--- config.mk ---
export PLATFORM = sky130hd
export DESIGN_NAME = host_bus_decoder_flat
export DESIGN_NICKNAME = d
export VERILOG_FILES = /design/src/rtl/host_bus_decoder_if.sv /design/src/rtl/host_bus_decoder.sv /design/src/flat_wrapper.sv
export SDC_FILE = /design/constraint.sdc
export NUM_CORES = 1
export LEC_CHECK = 0
export CAP_MARGIN = 15
export CORE_UTILIZATION = 31
export DETAILED_ROUTE_END_ITERATION = 16
export GPL_TIMING_DRIVEN = 0
export PLACE_DENSITY = 0.84
export SETUP_SLACK_MARGIN = 0.2
export SLEW_MARGIN = 20
export SYNTH_ARGS = -nofsm -noshare
export SYNTH_HDL_FRONTEND = slang
export SYNTH_SLANG_ARGS = --single-unit
--- constraint.sdc ---
create_clock -name I_clock -period 2.4 [get_ports I_clock]
set_clock_uncertainty 0.2 [all_clocks]
set_input_delay 0.24 -clock I_clock [delete_from_list [all_inputs] [get_ports I_clock]]
set_output_delay 0.24 -clock I_clock [all_outputs]
set_load 0.01 [all_outputs]
--- src/rtl/host_bus_decoder_if.sv ---
// Host bus between the core and host_bus_decoder; signal names are from the decoder's side.
// HOST_BUS_FAULT_EN adds the unmapped-write fault clear/status signals.
interface host_bus_decoder_if #(
   parameter int P_slaves    = 4,
   parameter int P_addr_bits = 16
);
   logic [P_addr_bits-1:0] I_addr;
   logic                   I_rdwr;
   logic                   I_phy2;
   logic [7:0]             I_wr_data;
   logic [7:0]             O_rd_data;
   logic                   O_ready;
   logic [P_slaves-1:0]    O_select;
   logic [P_slaves-1:0]    O_wren;
   logic [8*P_slaves-1:0]  I_slave_data;
   logic [7:0]             O_open_bus;
`ifdef HOST_BUS_FAULT_EN
   logic                   I_fault_clear;
   logic                   O_fault;
   logic [P_addr_bits-1:0] O_fault_addr;
`endif

   modport master (
      output I_addr, I_rdwr, I_phy2, I_wr_data, I_slave_data,
`ifdef HOST_BUS_FAULT_EN
      output I_fault_clear,
      input  O_fault, O_fault_addr,
`endif
      input  O_rd_data, O_ready, O_select, O_wren, O_open_bus
   );

   modport slave (
      input  I_addr, I_rdwr, I_phy2, I_wr_data, I_slave_data,
`ifdef HOST_BUS_FAULT_EN
      input  I_fault_clear,
      output O_fault, O_fault_addr,
`endif
      output O_rd_data, O_ready, O_select, O_wren, O_open_bus
   );
endinterface

--- src/rtl/host_bus_decoder.sv ---
// Table-driven host page decoder with per-slave wait states and open-bus latch; decode/read return are zero latency,
// O_ready is held low for the slave's wait count after each access start. HOST_BUS_FAULT_EN adds sticky unmapped-write fault capture.
module host_bus_decoder #(
   parameter int                                  P_slaves    = 4,
   parameter int                                  P_addr_bits = 16,
   parameter int                                  P_page_bits = 4,
   parameter logic [(4 << P_page_bits)-1:0]       P_page_map  = 64'h2222_2222_2222_1100,
   parameter int                                  P_wait_bits = 3,
   parameter logic [P_slaves*P_wait_bits-1:0]     P_wait_map  = '0
) (
   input logic                I_clock,
   input logic                I_reset,
   host_bus_decoder_if.slave  bus
);

   if (P_slaves < 1 || P_slaves > 7 || P_page_bits > P_addr_bits) begin : g_bad_param
      $error("host_bus_decoder: P_slaves must be 1..7 and P_page_bits <= P_addr_bits");
   end

   logic [P_page_bits-1:0] page;
   logic [3:0]             idx;
   logic [P_slaves-1:0]    sel;
   logic [P_wait_bits-1:0] wait_cycles;
   logic [7:0]             rd_data;
   logic [P_wait_bits-1:0] wcnt;
   logic                   phy2_d;
   logic [7:0]             latch;
   logic                   start;
   logic                   ready;

   assign page = bus.I_addr[P_addr_bits-1 -: P_page_bits];
   assign idx  = P_page_map[{page, 2'b00} +: 4];

   // Unmapped pages match no slave: no select, zero waits, open-bus read data.
   always_comb begin
      sel         = '0;
      wait_cycles = '0;
      rd_data     = latch;
      for (int i = 0; i < P_slaves; i++) begin
         if (idx == 4'(i)) begin
            sel[i]      = 1'b1;
            wait_cycles = P_wait_map[i*P_wait_bits +: P_wait_bits];
            rd_data     = bus.I_slave_data[i*8 +: 8];
         end
      end
   end

   assign start = bus.I_phy2 & ~phy2_d;
   // Reset forces ready and masks writes so an aborted wait never completes its write.
   assign ready = I_reset | (start ? (wait_cycles == '0) : (wcnt == '0));

   assign bus.O_select   = sel;
   assign bus.O_rd_data  = rd_data;
   assign bus.O_ready    = ready;
   assign bus.O_wren     = {P_slaves{bus.I_phy2 & ~bus.I_rdwr & ready & ~I_reset}} & sel;
   assign bus.O_open_bus = latch;

   always_ff @(posedge I_clock or posedge I_reset) begin
      if (I_reset) begin
         phy2_d <= 1'b0;
         wcnt   <= '0;
         latch  <= 8'hFF;
      end else begin
         phy2_d <= bus.I_phy2;
         if (start)
            wcnt <= (wait_cycles != '0) ? wait_cycles - P_wait_bits'(1) : '0;
         else if (wcnt != '0)
            wcnt <= wcnt - P_wait_bits'(1);
         if (bus.I_phy2 & ready)
            latch <= bus.I_rdwr ? rd_data : bus.I_wr_data;
      end
   end

`ifdef HOST_BUS_FAULT_EN
   logic                   fault;
   logic [P_addr_bits-1:0] fault_addr;
   logic                   fault_ev;

   assign fault_ev         = bus.I_phy2 & ~bus.I_rdwr & ready & (sel == '0);
   assign bus.O_fault      = fault;
   assign bus.O_fault_addr = fault_addr;

   // A fault coinciding with clear re-arms with the new address.
   always_ff @(posedge I_clock or posedge I_reset) begin
      if (I_reset) begin
         fault      <= 1'b0;
         fault_addr <= '0;
      end else if (fault_ev) begin
         if (!fault || bus.I_fault_clear) begin
            fault      <= 1'b1;
            fault_addr <= bus.I_addr;
         end
      end else if (bus.I_fault_clear) begin
         fault      <= 1'b0;
         fault_addr <= '0;
      end
   end
`endif

endmodule

--- src/flat_wrapper.sv ---
// flat-port wrapper written by rule: the top's interface ports become plain ports
module host_bus_decoder_flat 
#(
   parameter int                                  P_slaves    = 4,
   parameter int                                  P_addr_bits = 16,
   parameter int                                  P_page_bits = 4,
   parameter logic [(4 << P_page_bits)-1:0]       P_page_map  = 64'h2222_2222_2222_1100,
   parameter int                                  P_wait_bits = 3,
   parameter logic [P_slaves*P_wait_bits-1:0]     P_wait_map  = '0
)
  (I_clock, I_reset, bus_I_addr, bus_I_rdwr, bus_I_phy2, bus_I_wr_data, bus_I_slave_data, bus_O_rd_data, bus_O_ready, bus_O_select, bus_O_wren, bus_O_open_bus);
  host_bus_decoder_if #(.P_slaves(P_slaves), .P_addr_bits(P_addr_bits)) bus_i ();
  input logic I_clock;
  input logic I_reset;
  input wire logic [$bits(bus_i.I_addr)-1:0] bus_I_addr;
  input wire logic [$bits(bus_i.I_rdwr)-1:0] bus_I_rdwr;
  input wire logic [$bits(bus_i.I_phy2)-1:0] bus_I_phy2;
  input wire logic [$bits(bus_i.I_wr_data)-1:0] bus_I_wr_data;
  input wire logic [$bits(bus_i.I_slave_data)-1:0] bus_I_slave_data;
  output wire logic [$bits(bus_i.O_rd_data)-1:0] bus_O_rd_data;
  output wire logic [$bits(bus_i.O_ready)-1:0] bus_O_ready;
  output wire logic [$bits(bus_i.O_select)-1:0] bus_O_select;
  output wire logic [$bits(bus_i.O_wren)-1:0] bus_O_wren;
  output wire logic [$bits(bus_i.O_open_bus)-1:0] bus_O_open_bus;
  assign bus_i.I_addr = bus_I_addr;
  assign bus_i.I_rdwr = bus_I_rdwr;
  assign bus_i.I_phy2 = bus_I_phy2;
  assign bus_i.I_wr_data = bus_I_wr_data;
  assign bus_i.I_slave_data = bus_I_slave_data;
  assign bus_O_rd_data = bus_i.O_rd_data;
  assign bus_O_ready = bus_i.O_ready;
  assign bus_O_select = bus_i.O_select;
  assign bus_O_wren = bus_i.O_wren;
  assign bus_O_open_bus = bus_i.O_open_bus;
  host_bus_decoder #(.P_slaves(P_slaves), .P_addr_bits(P_addr_bits), .P_page_bits(P_page_bits), .P_page_map(P_page_map), .P_wait_bits(P_wait_bits), .P_wait_map(P_wait_map)) u_core (.I_clock(I_clock), .I_reset(I_reset), .bus(bus_i));
endmodule
* Word level (Yosys, flattened, before mapping) *
Cells that the tools add are included.

operators by class
  shifts and indexed selects = 1
  $add $sub $neg = 1
  reductions and logical operators = 4
  mux-type cells = 12
  bitwise operators = 10
  equal/unequal tests = 3

operator list
  operator                                                                      number
  64-bit by 7-bit variable part select with 4-bit output, first input constant  1
  8-bit 2-to-1 mux                                                              5
  4-bit by 2-bit equality test with 1-bit output, second input constant         2
  3-bit 2-to-1 mux                                                              2
  1-bit AND                                                                     5
  1-bit 2-to-1 mux                                                              5
  4-bit AND                                                                     1
  4-bit by 1-bit equality test with 1-bit output, second input constant         1
  4-bit zero test                                                               1
  3-bit zero test                                                               1
  1-bit NOT                                                                     3
  3-bit nonzero test                                                            1
  3-bit by 1-bit subtractor with 3-bit output, second input constant            1
  2-bit nonzero test                                                            1
  1-bit bitwise OR                                                              1

storage, ports and cells
  output and inout bits = 25
  register bits after elaboration = 12

* Longest topological paths before layout *
Gate-level depths: netlist (run 1).

  word-level depth = 7
  mapped depth = 9

* Worst setup path before layout (run 1) *
No wires, ideal clock.

  kind = reg-to-reg
  start point = register u_core.wcnt[0]
  end point = register u_core.latch[0] (netlist: u_core.bus.O_open_bus[0])
  data arrival time = 1.764 ns
  cell stages (with the launch flop) = 10
  path slack = 0.360 ns
  buffers on the path = 3
  setup time = 0.076 ns
  data required time = 2.124 ns
  clock period less this slack = 2.040 ns
  cell sequence = dfrtp_1 -> inv_1 -> ha_1 -> ha_1 -> buf_6 -> or3b_1 -> buf_2 -> and2_4 -> buf_6 -> a31oi_2

on the way
  cells in the longest elaborated chain, start to end = 4

RTL lines
  element                   line                    text
  start: declaration        host_bus_decoder.sv:25  logic [P_wait_bits-1:0] wcnt;
  start signal: assignment  host_bus_decoder.sv:66  wcnt <= (wait_cycles != '0) ? wait_cycles - P_wait_bits'(1) : '0;
  start signal: assignment  host_bus_decoder.sv:68  wcnt <= wcnt - P_wait_bits'(1);
  3-bit zero test           host_bus_decoder.sv:50  assign ready = I_reset | (start ? (wait_cycles == '0) : (wcnt == '0));
  1-bit 2-to-1 mux          host_bus_decoder.sv:50
  1-bit bitwise OR          host_bus_decoder.sv:50
  1-bit AND                 host_bus_decoder.sv:69  if (bus.I_phy2 & ready)
  end signal: assignment    host_bus_decoder.sv:70  latch <= bus.I_rdwr ? rd_data : bus.I_wr_data;
  end: declaration          host_bus_decoder.sv:27  logic [7:0] latch;

Every way passes these cells.
A chain may end at the register's enable or synchronous reset.

* Worst setup path after layout (run 1) *
Ends and elaborated chain as after synthesis.

==> results of run 1 <==
-- worst max-delay path, stage by stage, from the launching register on --
cell and delay, ns:
dfrtp_1 0.35, inv_1 0.05, ha_1 0.19, ha_1 0.19
buf_6 0.13, or3b_1 0.36, buf_6 0.15, and2_4 0.15
buf_6 0.13, a31oi_2 0.15
-- where the power goes --
group	switching (W)	internal, W	total (W)
clock	0.0000633	0.0000920	0.000155
sequential	0.0000299	0.000282	0.000311
combinational	0.000211	0.000278	0.000489
-- per-layer routing --
metal,vias up,wire length [µm]
met5,-,0
met4,0,0
met3,0,170
met2,40,1350
met1,459,1110
li1,518,-
-- Yosys cell counts --
| master | count | area share (%) |
|---|---|---|
| and2_4 | 1 | 0.92 |
| inv_2 | 1 | 0.39 |
| o21a_1 | 8 | 6.3 |
| inv_1 | 4 | 1.6 |
| or3b_1 | 1 | 0.92 |
| nor2_1 | 9 | 3.5 |
| clkbuf_1 | 2 | 0.79 |
| a31oi_2 | 1 | 1.3 |
| and2_1 | 1 | 0.66 |
| or3_1 | 1 | 0.66 |
| buf_6 | 2 | 2.4 |
| xor2_1 | 1 | 0.92 |
| nor3_1 | 1 | 0.52 |
| buf_1 | 1 | 0.39 |
| dfrtp_1 | 4 | 10 |
| dfstp_2 | 8 | 22 |
| conb_1 | 1 | 0.39 |
| nand2b_1 | 9 | 5.9 |
| a31oi_1 | 7 | 4.6 |
| ha_1 | 2 | 2.6 |
| nor2b_1 | 2 | 1.3 |
| buf_2 | 4 | 2.1 |
| buf_4 | 2 | 1.6 |
| nand3_1 | 1 | 0.52 |
| o21bai_1 | 8 | 6.3 |
| a21oi_1 | 10 | 5.2 |
| o211ai_1 | 8 | 6.3 |
| mux2_2 | 8 | 9.4 |
-- cell families (layout without fill, tap and decap cells) --
logic type,after synthesis,count (layout)
AOI/OAI and AO/OA,42,42
and+or+nand+nor,26,26
buffers and inverters,16,82
DFF,12,12
muxes,8,8
adders and majority gates,2,2
other,1,2
xor gates and xnor gates,1,1
-- final cells by class --
type	count	area (µm²)	area share [%]
Buffer	11	83.8	5.11
Clock buffer	4	36.3	2.21
Inverter	5	18.8	1.14
Multi-Input combinational cell	81	566	34.5
Sequential cell	12	310	18.9
Tap cell	31	38.8	2.36
Timing Repair Buffer	62	587	35.8
-- timing repair --
action,4_1_cts,5_1_grt
buffers inserted,3,0
endpoints found under the setup margin,11,15
hold buffers,0,0
gates resized for setup,18,10
-- flip-flops by register name (all words and copies together) (netlist names) --
register / count
u_core.bus.O_open_bus: 8
u_core.wcnt: 3
u_core.phy2_d: 1
-- through the flow --
stage	hold slack [ns]	instance area, µm²	cells
4_1_cts	0.170	1650	206
2_1_floorplan	-0.101	958	109
6_report	0.161	1640	206
3_5_place_dp	0.310	1590	199
3_3_place_gp	0.296	1590	199
5_1_grt	0.214	1640	206
-- worst paths after layout --
kind / start / endpoint / slack [ns] / cells past startpoint
setup / recovery: u_core.wcnt[0] / u_core.bus.O_open_bus[0] / 0.29 / 9
hold / removal: I_reset / u_core.wcnt[2] / 0.16 / 2
setup reg to reg: u_core.wcnt[0] / u_core.bus.O_open_bus[0] / 0.29 / 9
hold reg to reg: u_core.wcnt[2] / u_core.wcnt[2] / 0.32 / 2
max in group asynchronous: I_reset / u_core.bus.O_open_bus[3] / 1.51 / 2
min in group I_clock: bus_I_addr[14] / u_core.bus.O_open_bus[6] / 0.24 / 4
==> flow_summary.ini, run 1 <==
[status]
run_status = complete, but fails checks
failed_checks = design-rule violations

[cells_and_area]
layout_common_cells = clkdlybuf4s50_1, a21oi_1, nor2_1, nand2b_1
final_util_pct = 58.0
syn_to_final_growth_pct = 71.8
final_common_cell = clkdlybuf4s50_1
nNetsFinal = 238
antenna_cells = 0
fillerInstances = 256
layout-drive-gt1-share_pct = 23.4

[sta]
drv_slew = 0
setup_ws_ns = 0.289
clock.fmax_mhz = 474
finalSetupViolations = 0
min_period_over_period_pct = 88.0
setup_tns_ns = 0
hold_viol = 0
fin_crit_ns = 2.11
rsz0062_at_grt = yes

[global_routing]
grt_usage_pct = 16.4
grtUsageMet1_pct = 19.0
grt.overflow.total = 0
grt_max_degree = 13
grt_pass1_wl_um = 4280
antenna_found_initial = 0
grt_pass1_vias = 1032
met2_usage_pct = 30.9
grt-busiest-layer = met2
gr-usage-met3_pct = 2.95

[clocking]
path_clk_slew_ns = 0.07
cts_sinks = 12
h-tree-depth = 1
cts_tree = built
cts.path.max_buffers = 2
insertion_delay_ns = 0.26
cts_root_buf = clkbuf_4
cts_buffers = 3

[synthesis]
synth_compound_area_share_pct = 30.0
synth_top_family_by_area = compound AO/OA/AOI/OAI gates
synth_mux_area_share_pct = 9.44
yosysSeqAreaShare_pct = 32.5
yosys.area_share.xor_xnor_pct = 0.917
avgSynthCellArea_um2 = 8.84
syn-instance-count = 108
ys_ff_latch = 12
syn-cell-area_um2 = 955
synth_adder_area_share_pct = 2.62
ys_warn_count = 0
yosysUniqueCellTypes = 28
synthSimpleGateAreaFrac_pct = 14.9

[die]
die_height_um = 57.5
io_pins = 85
start_util_pct = 33.7
rows = 19
die_w_um = 57.5
core_um2 = 2830
die-area_um2 = 3310

[routing]
route.detailed.drc = 3
wl_um = 2630
firstDrtPassIters = 9
num_vias = 1017
ant_nets = 0
via_per_inst = 4.94
wire_per_inst_um = 12.8
drtIter0Drc = 19

[power_and_ir_drop]
vdd_drop_max_mv = 0.214
cellLeakagePower_nw = 0.680
powerDensity_nw_per_um2 = 583
total_power_w = 0.000956

[placed_design]
io_buffers = 59
dp_slack_ns = -0.0858
dp_hpwl_um = 2170
gp_congestion = 0.757

[critical_path]
endpoint_kind = register
path_class = register to register
worstSetupStartpointType = register
cp_data_required_time_ns = 2.40
critPathMaxFanout = 9
cp_data_arrival_time_ns = 2.11

[flow_run]
cap_violations = 0

[hold_path]
holdCritPathClass = input port to async pin
Note: power is estimated with default switching activity, not from simulation.
==> inputs of run 2 (changes only) <==
Settings changed: SKIP_CTS_REPAIR_TIMING set to 1.
==> flow_summary.ini, run 2 (synthesized netlist as in run 1, its figures left out) <==
[status]
run_status = complete, but fails checks
failed_checks = design-rule violations

[sta]
clock.fmax_mhz = 470
finalSetupViolations = 0
drv_slew = 0
rsz0062_at_grt = yes
hold_viol = 0
min_period_over_period_pct = 88.6
fin_crit_ns = 2.13
setup_tns_ns = 0

[cells_and_area]
syn_to_final_growth_pct = 76.5
fillerInstances = 252
largest_register_ffs = 8
nNetsFinal = 237
final_common_cell = clkdlybuf4s50_1
antenna_cells = 0
fin_cells = 205
layout-drive-gt1-share_pct = 21.8
layout_common_cells = clkdlybuf4s50_1, dlymetal6s2s_1, a21oi_1

[global_routing]
grt_max_degree = 13
grt_pass1_vias = 1017
grt_usage_pct = 16.3
antenna_found_initial = 0
grt_pass1_wl_um = 4230
grt.overflow.total = 0

[critical_path]
cp_data_required_time_ns = 2.40
regToRegSetupSlack_ns = 0.27
worstSetupStartpointType = register
endpoint_kind = register
ff2ff_path_depth = 9
r2r_end = u_core.bus.O_open_bus[0]
critPathMaxFanout = 9
crit_chain = inv_1 > ha_1 > ha_1 > buf_6 > or3b_1 > buf_4 > and2_4 > buf_6 > a31oi_2
r2r_start = u_core.wcnt[0]
cp_data_arrival_time_ns = 2.12
slowest_stage = dfrtp_1
critical_path.max_stage_delay_ns = 0.35
path_class = register to register

[clocking]
cts_tree = built
cts_sinks = 12
cts_buffers = 3
h-tree-depth = 1
cts_root_buf = clkbuf_4
path_clk_slew_ns = 0.07
insertion_delay_ns = 0.26
cts.path.max_buffers = 2

[die]
rows = 19
die_height_um = 57.5
io_pins = 85
die_w_um = 57.5
die-area_um2 = 3310
start_util_pct = 33.7
core_um2 = 2830

[power_and_ir_drop]
powerDensity_nw_per_um2 = 570
vdd_drop_max_mv = 0.195
total_power_w = 0.000961
cellLeakagePower_nw = 0.779

[flow_run]
cap_violations = 0

[placed_design]
gp_congestion = 0.757
io_buffers = 59
place_inst = 199
dp_hpwl_um = 2170

[routing]
wl_um = 2750
wire_per_inst_um = 13.4
num_vias = 1021
drtIter0Drc = 20
ant_nets = 0
route.detailed.drc = 3
firstDrtPassIters = 10
via_per_inst = 4.98

[hold_path]
holdCritPathClass = input port to async pin
[run 2: cell types whose count changed in the layout (fill, tap and decap cells not counted)]
cell and change:
nor3_2 +1, dlymetal6s2s_1 +11, dlygate4sd2_1 -7, nor3_1 -1, clkdlybuf4s50_1 -1, buf_6 -1, clkbuf_2 -3
[run 2: layout make-up]
type | count | area (µm²) | area share [%]
Sequential cell | 12 | 310 | 18.4
Buffer | 11 | 80.1 | 4.75
Timing Repair Buffer | 61 | 631 | 37.4
Clock buffer | 4 | 36.3 | 2.15
Multi-Input combinational cell | 81 | 571 | 33.9
Inverter | 5 | 18.8 | 1.11
Tap cell | 31 | 38.8 | 2.30
[run 2: critical path, delay by kind of cell (launching register included)]
kind / cells / cell delay, ns
flops: 1 / 0.35
buf+inv: 4 / 0.48
compound gates: 1 / 0.15
simple gates: 2 / 0.51
fa+ha+maj: 2 / 0.38
[run 2: through the flow]
step           utilization [%]  hold slack (ns)  setup WS (ns)  area, µm²
6_report                  59.6            0.159          0.274       1690
5_1_grt                   59.6            0.214          0.186       1690
4_1_cts                   57.4            0.170         -0.198       1620
2_1_floorplan                -           -0.101          0.360        958
3_5_place_dp              56.1            0.310        -0.0858       1590
3_3_place_gp              56.1            0.296        -0.0571       1590
[run 2: metal layers]
layer | part of all wire, % | GRT usage (%) | vias up | routed length [µm]
met1 | 41 | 18.8 | 465 | 1120
met2 | 53 | 30.1 | 40 | 1450
met4 | 0 | 4.18 | 0 | 0
met5 | 0 | 0 | - | 0
li1 | - | - | 516 | -
met3 | 6.6 | 3.40 | 0 | 181
[run 2: worst max path at each step]
stage,from,to,slack [ns],depth (start not counted)
5_1_grt,u_core.wcnt[0],bus_O_wren[1],0.19,8
2_1_floorplan,u_core.wcnt[0],u_core.bus.O_open_bus[0],0.36,9
3_3_place_gp,bus_I_phy2,bus_O_wren[0],-0.06,5
6_report,u_core.wcnt[0],u_core.bus.O_open_bus[0],0.27,9
4_1_cts,u_core.wcnt[0],bus_O_wren[0],-0.20,8
3_5_place_dp,bus_I_phy2,bus_O_wren[0],-0.09,5
[run 2: power by group]
part | switching (W) | total [W] | internal, W
clock | 0.0000636 | 0.000156 | 0.0000920
sequential | 0.0000300 | 0.000312 | 0.000282
combinational | 0.000211 | 0.000494 | 0.000283
